==> config.mk <==
export PLATFORM = sky130hd
export DESIGN_NAME = icarus_work_rx
export DESIGN_NICKNAME = d
export VERILOG_FILES = /design/src/rtl/icarus_work_rx.sv
export SDC_FILE = /design/constraint.sdc
export NUM_CORES = 2
export LEC_CHECK = 0
export CAP_MARGIN = 20
export CORE_MARGIN = 3
export CORE_UTILIZATION = 35
export DETAILED_ROUTE_END_ITERATION = 12
export DONT_BUFFER_PORTS = 1
export PLACE_DENSITY = 0.58
export SETUP_SLACK_MARGIN = 0.05
export SLEW_MARGIN = 20
export SYNTH_ARGS = -nofsm -noshare
export SYNTH_HDL_FRONTEND = slang
export SYNTH_SLANG_ARGS = --single-unit
==> constraint.sdc <==
create_clock -name clk -period 3.1 [get_ports clk]
set_input_delay 0.31 -clock clk [delete_from_list [all_inputs] [get_ports clk]]
set_output_delay 0.31 -clock clk [all_outputs]
set_load 0.005 [all_outputs]
==> src/rtl/icarus_work_rx.sv <==
// Serial work receiver: deserialises 8N1 UART bytes into a fixed-length
// getwork frame and strobes the completed frame out to the hashing core.
// A partial frame is dropped after a long idle gap, so a host that
// restarts mid-frame always lines back up on the next frame.
module icarus_work_rx #(
    parameter int comm_clk_frequency = 100_000_000,
    parameter int baud_rate          = 115_200,
    parameter int NUM_BYTES          = 84,
    parameter int TIMEOUT_BITS       = 40
) (
    input  logic                   clk,
    input  logic                   reset_n,
    input  logic                   RxD,
    output logic [NUM_BYTES*8-1:0] work_data,
    output logic                   rx_done,
    output logic                   frame_error,
    output logic [6:0]             byte_count
);

    localparam int BIT_DIV        = comm_clk_frequency / baud_rate;
    localparam int FRAME_W        = NUM_BYTES * 8;
    localparam int TIMEOUT_CYCLES = TIMEOUT_BITS * BIT_DIV;
    localparam int DIV_W          = $clog2(BIT_DIV);
    localparam int TO_W           = $clog2(TIMEOUT_CYCLES + 1);

    localparam logic [DIV_W-1:0] DIV_HALF = DIV_W'(BIT_DIV / 2 - 1);
    localparam logic [DIV_W-1:0] DIV_LAST = DIV_W'(BIT_DIV - 1);
    localparam logic [TO_W-1:0]  TO_LAST  = TO_W'(TIMEOUT_CYCLES - 1);
    localparam logic [6:0]       BC_LAST  = 7'(NUM_BYTES - 1);

    typedef enum logic [2:0] {
        S_IDLE,
        S_START,
        S_DATA,
        S_STOP,
        S_WAIT_HIGH
    } state_t;

    state_t              state;
    state_t              state_nxt;
    logic                rxd_p0;
    logic                rxd_p1;
    logic                rxd_p2;
    logic                fall;
    logic [DIV_W-1:0]    div;
    logic [2:0]          bit_cnt;
    logic [7:0]          rx_byte;
    logic [FRAME_W-1:0]  shreg;
    logic [FRAME_W-1:0]  shifted;
    logic [TO_W-1:0]     idle_cnt;
    logic                div_clr;
    logic                sample_bit;
    logic                byte_ok;
    logic                byte_bad;
    logic                timeout;

    // RxD is asynchronous: two flops for metastability, a third to spot the falling edge.
    always_ff @(posedge clk or negedge reset_n) begin
        if (!reset_n) begin
            rxd_p0 <= 1'b1;
            rxd_p1 <= 1'b1;
            rxd_p2 <= 1'b1;
        end else begin
            rxd_p0 <= RxD;
            rxd_p1 <= rxd_p0;
            rxd_p2 <= rxd_p1;
        end
    end

    assign fall    = rxd_p2 & ~rxd_p1;
    assign shifted = {shreg[FRAME_W-9:0], rx_byte};
    assign timeout = (state == S_IDLE) && (byte_count != 7'd0) && (idle_cnt == TO_LAST);

    // Bit FSM state register.
    always_ff @(posedge clk or negedge reset_n) begin
        if (!reset_n) begin
            state <= S_IDLE;
        end else begin
            state <= state_nxt;
        end
    end

    // Bit FSM next state and per-cycle sampling controls.
    always_comb begin
        state_nxt  = state;
        div_clr    = 1'b0;
        sample_bit = 1'b0;
        byte_ok    = 1'b0;
        byte_bad   = 1'b0;
        case (state)
            S_IDLE: begin
                if (fall) begin
                    state_nxt = S_START;
                    div_clr   = 1'b1;
                end
            end
            S_START: begin
                // Re-check the start bit at its middle; a high line means a glitch.
                if (div == DIV_HALF) begin
                    div_clr = 1'b1;
                    if (!rxd_p1) begin
                        state_nxt = S_DATA;
                    end else begin
                        state_nxt = S_IDLE;
                    end
                end
            end
            S_DATA: begin
                if (div == DIV_LAST) begin
                    sample_bit = 1'b1;
                    div_clr    = 1'b1;
                    if (bit_cnt == 3'd7) begin
                        state_nxt = S_STOP;
                    end
                end
            end
            S_STOP: begin
                // Leave at mid stop bit so the next start edge is never missed.
                if (div == DIV_LAST) begin
                    div_clr = 1'b1;
                    if (rxd_p1) begin
                        byte_ok   = 1'b1;
                        state_nxt = S_IDLE;
                    end else begin
                        byte_bad  = 1'b1;
                        state_nxt = S_WAIT_HIGH;
                    end
                end
            end
            S_WAIT_HIGH: begin
                // A low stop bit may be a break; wait for idle before hunting for a start edge.
                if (rxd_p1) begin
                    state_nxt = S_IDLE;
                end
            end
            default: begin
                state_nxt = S_IDLE;
            end
        endcase
    end

    // Bit-period divider, data bit counter and LSB-first byte shifter.
    always_ff @(posedge clk or negedge reset_n) begin
        if (!reset_n) begin
            div     <= '0;
            bit_cnt <= 3'd0;
            rx_byte <= 8'd0;
        end else begin
            if (div_clr) begin
                div <= '0;
            end else begin
                div <= div + 1'b1;
            end
            if (state == S_IDLE) begin
                bit_cnt <= 3'd0;
            end else if (sample_bit) begin
                bit_cnt <= bit_cnt + 3'd1;
            end
            if (sample_bit) begin
                rx_byte <= {rxd_p1, rx_byte[7:1]};
            end
        end
    end

    // Idle gap counter: runs only while a partial frame sits in IDLE, so any byte activity restarts it.
    always_ff @(posedge clk or negedge reset_n) begin
        if (!reset_n) begin
            idle_cnt <= '0;
        end else if ((state != S_IDLE) || (byte_count == 7'd0) || timeout) begin
            idle_cnt <= '0;
        end else begin
            idle_cnt <= idle_cnt + 1'b1;
        end
    end

    // Frame assembly, completed-frame publish and the two status strobes.
    always_ff @(posedge clk or negedge reset_n) begin
        if (!reset_n) begin
            shreg       <= '0;
            work_data   <= '0;
            byte_count  <= 7'd0;
            rx_done     <= 1'b0;
            frame_error <= 1'b0;
        end else begin
            rx_done     <= 1'b0;
            frame_error <= byte_bad;
            if (timeout) begin
                byte_count <= 7'd0;
                shreg      <= '0;
            end else if (byte_ok) begin
                shreg <= shifted;
                if (byte_count == BC_LAST) begin
                    work_data  <= shifted;
                    byte_count <= 7'd0;
                    rx_done    <= 1'b1;
                end else begin
                    byte_count <= byte_count + 7'd1;
                end
            end
        end
    end

endmodule

==> results.yml <==
setup_path:
  critPathArrivalTime_ns: 3.65
  start_kind: "flip-flop"
  r2r_start: "div[2]$_DFF_PN0_"
  critPathLaunch: "div[2]$_DFF_PN0_"
  reg2reg_to: "shreg[502]$_DFFE_PN0P_"
  rrSetupSlack_ns: 0.07
  cp-endpoint: "shreg[502]$_DFFE_PN0P_"
  crit_type: "flip-flop to flip-flop"
  worstPathMaxFanout: 189
  r2r_cells: 6
  end_kind: "flip-flop"
  critPathRequiredTime_ns: 3.72
yosys:
  synth-seq-cells: 1388
  synth_top_area_share_pct: 61.6
  netlist_instances: 4538
  yosys.area.top_type: "dfrtp_1"
  avgSynthCellArea_um2: 12.4
  synth-edff-count: 0
  syn-cell-area_um2: 56300
  yosysWarningCount: 0
  synth.distinct_cells: 47
  synth_area_leaders: "dfrtp_1 62%, mux2_4 14%, nand2_1 9.0%"
  syn_nets: 4548
  ys.flop_type: "dfrtp_1"
  ys_seq_area_share_pct: 61.8
  async_flop_share_pct: 100
finish:
  final_common_cell: "dfrtp_1"
  nFillCells: 15000
  final_core_util_pct: 39.7
  layout-drive-gt1-share_pct: 19.2
  stdcell_area_um2: 63100
  syn2layout_area_growth_pct: 12.2
  layout_common_cells: "1385 x dfrtp_1, 1343 x nand2_1, 670 x o21ai_0"
  finalNonFillerCells: 6751
  nets: 4490
clock_tree:
  cts_sinks: 1388
  cts_buffers: 150
  cts_hold_buf: 2
  htree_levels: 4
  cts_tree: "done"
  post_cts_buffers: 0
  root_buffer: "clkbuf_16"
  clk_latency_ns: 0.76
  cts.clk_slew.worst_paths_ns: 0.06
  cts.path.max_buffers: 3
global_route:
  grt_pass1_wl_um: 216000
  grt_pass1_vias: 32400
  grt_usage_pct: 16.8
  antenna_found_initial: 3
  grt_overflow: 0
  grt_max_degree: 227
sta:
  setup_viol: 0
  final.setup_skew_ns: 0.0264
  fin_tns_setup_ns: 0
  tightestPinTransition_ns: 1.19
  hold_viol_final: 113
  maxSlewHeadroom_pct: 20.9
  drv_slew: 0
  fin_crit_ns: 3.03
  clock.fmax_mhz: 330
  timing.hold.ws_ns: -0.446
  fin_crit_sh_pct: 97.7
  rsz0062_at_grt: "false"
outcome:
  status: "finished with violations"
  violations: "negative hold slack"
hold_path:
  hp-class: "input pin to async pin"
place:
  post_dp_cell_area_um2: 57800
  gp_congestion: 0.803
  dp_hpwl_um: 91000
  dp.cells: 6464
  io_buffer_count: 0
detailed_routing:
  first_iter_violations: 2676
  ant_nets: 0
  vias_per_cell: 4.88
  wl_um: 143000
  dr.pass1.iters: 6
  via_count: 33000
  wl_per_cell_um: 21.3
  drc: 0
power_and_ir_drop:
  peakVddDrop_uv: 502
  power_density_nw_per_um2: 590
  leakagePower_nw: 28.9
floorplan:
  dieArea_um2: 166000
  dieWidth_um: 407
  ios: 684
  coreArea_um2: 159000
  rows: 146
  start_util_pct: 35.4
  die_y_um: 407
job:
  maxCapViolCount: 0
[flip-flops by register name (all words and copies together), names as in the netlist]
name         cells
work_data      672
shreg          664
idle_cnt        16
div             10
rx_byte          8
byte_count       7
bit_cnt          3
state            3
frame_error      1
rx_done          1
rxd_p0           1
rxd_p1           1
rxd_p2           1
[synth_stat cells (all sizes together), types with 5 or more instances]
| cell type | count |
|---|---|
| dfrtp | 1385 |
| or3 | 8 |
| xnor2 | 7 |
| inv | 11 |
| ha | 7 |
| nand2b | 5 |
| nand2 | 1343 |
| clkbuf | 119 |
| a31oi | 5 |
| nand4 | 10 |
| buf | 183 |
| and3 | 5 |
| nand3 | 12 |
| mux2 | 680 |
| o21ai | 670 |
| a21oi | 5 |
| xor2 | 12 |
| nor2 | 27 |
[cells by family (layout without fill, tap and decap cells)]
group | count (synthesis) | after routing | share of synthesized area, %
AND/OR/NAND/NOR | 1436 | 1436 | 9.94
multiplexers | 683 | 683 | 17.3
other | 0 | 1 | 0
adder cells (fa/ha/maj) | 7 | 7 | 0.156
buffers and inverters | 313 | 379 | 4.36
flip-flops | 1388 | 1388 | 61.8
AO/OA/AOI/OAI | 692 | 692 | 6.23
XOR/XNOR | 19 | 19 | 0.296
[worst max-delay path: stages, from the launching register on]
cell     delay, ns
dfrtp_1       0.43
or3b_1        0.46
or4_4         0.60
buf_4         0.32
buf_12        0.29
nand2_1       0.29
o21ai_0       0.11
[metal layers]
layer | GRT usage (%) | routed length (um) | vias up
met5 | 0 | 0 | -
met4 | 5.41 | 4220 | 0
met3 | 6.56 | 12400 | 203
met2 | 25.2 | 64700 | 778
met1 | 22.3 | 62100 | 17000
li1 | - | - | 15000
[where the power goes]
group          total, mW  internal, mW  switching [mW]  leakage (nW)
clock network       18.4          10.8            7.57          2.48
registers           18.2          18.2          0.0632          19.4
logic              0.635         0.159           0.475          7.08
[through the flow]
stage               setup WS (ns)  total power, mW
floorplan                   0.598             18.7
global placement           -0.110             19.1
detailed placement        -0.0914             19.2
CTS                         0.142             37.7
global route               0.0565             38.6
finish                     0.0708             37.2
[cell type report]
| cell class | count | area, um2 | area share [%] |
|---|---|---|---|
| flip-flops and latches | 1388 | 34700 | 55.0 |
| multi-input cells | 2837 | 19100 | 30.2 |
| clock buffers | 228 | 4460 | 7.07 |
| well taps | 2146 | 2690 | 4.25 |
| repair buffers | 92 | 1480 | 2.34 |
| clock inverters | 48 | 653 | 1.03 |
| inverters | 11 | 41.3 | 0.0654 |
| diodes | 1 | 2.50 | 0.00396 |
[timing repair]
action,CTS,global route
endpoints found under the setup margin,0,155
hold endpoints to repair,546,113
resized for setup,0,1
[worst min-delay path by stage]
stage                        from                    endpoint  cells after the start
after floorplan           reset_n      bit_cnt[0]$_DFFE_PN0P_                      0
after global placement    reset_n  work_data[414]$_DFFE_PN0P_                      0
after detailed placement  reset_n  work_data[407]$_DFFE_PN0P_                      0
after CTS                 reset_n      shreg[180]$_DFFE_PN0P_                      1
after global routing      reset_n      shreg[380]$_DFFE_PN0P_                      1
final                     reset_n      shreg[380]$_DFFE_PN0P_                      1
(Power assumes the default switching activity.)
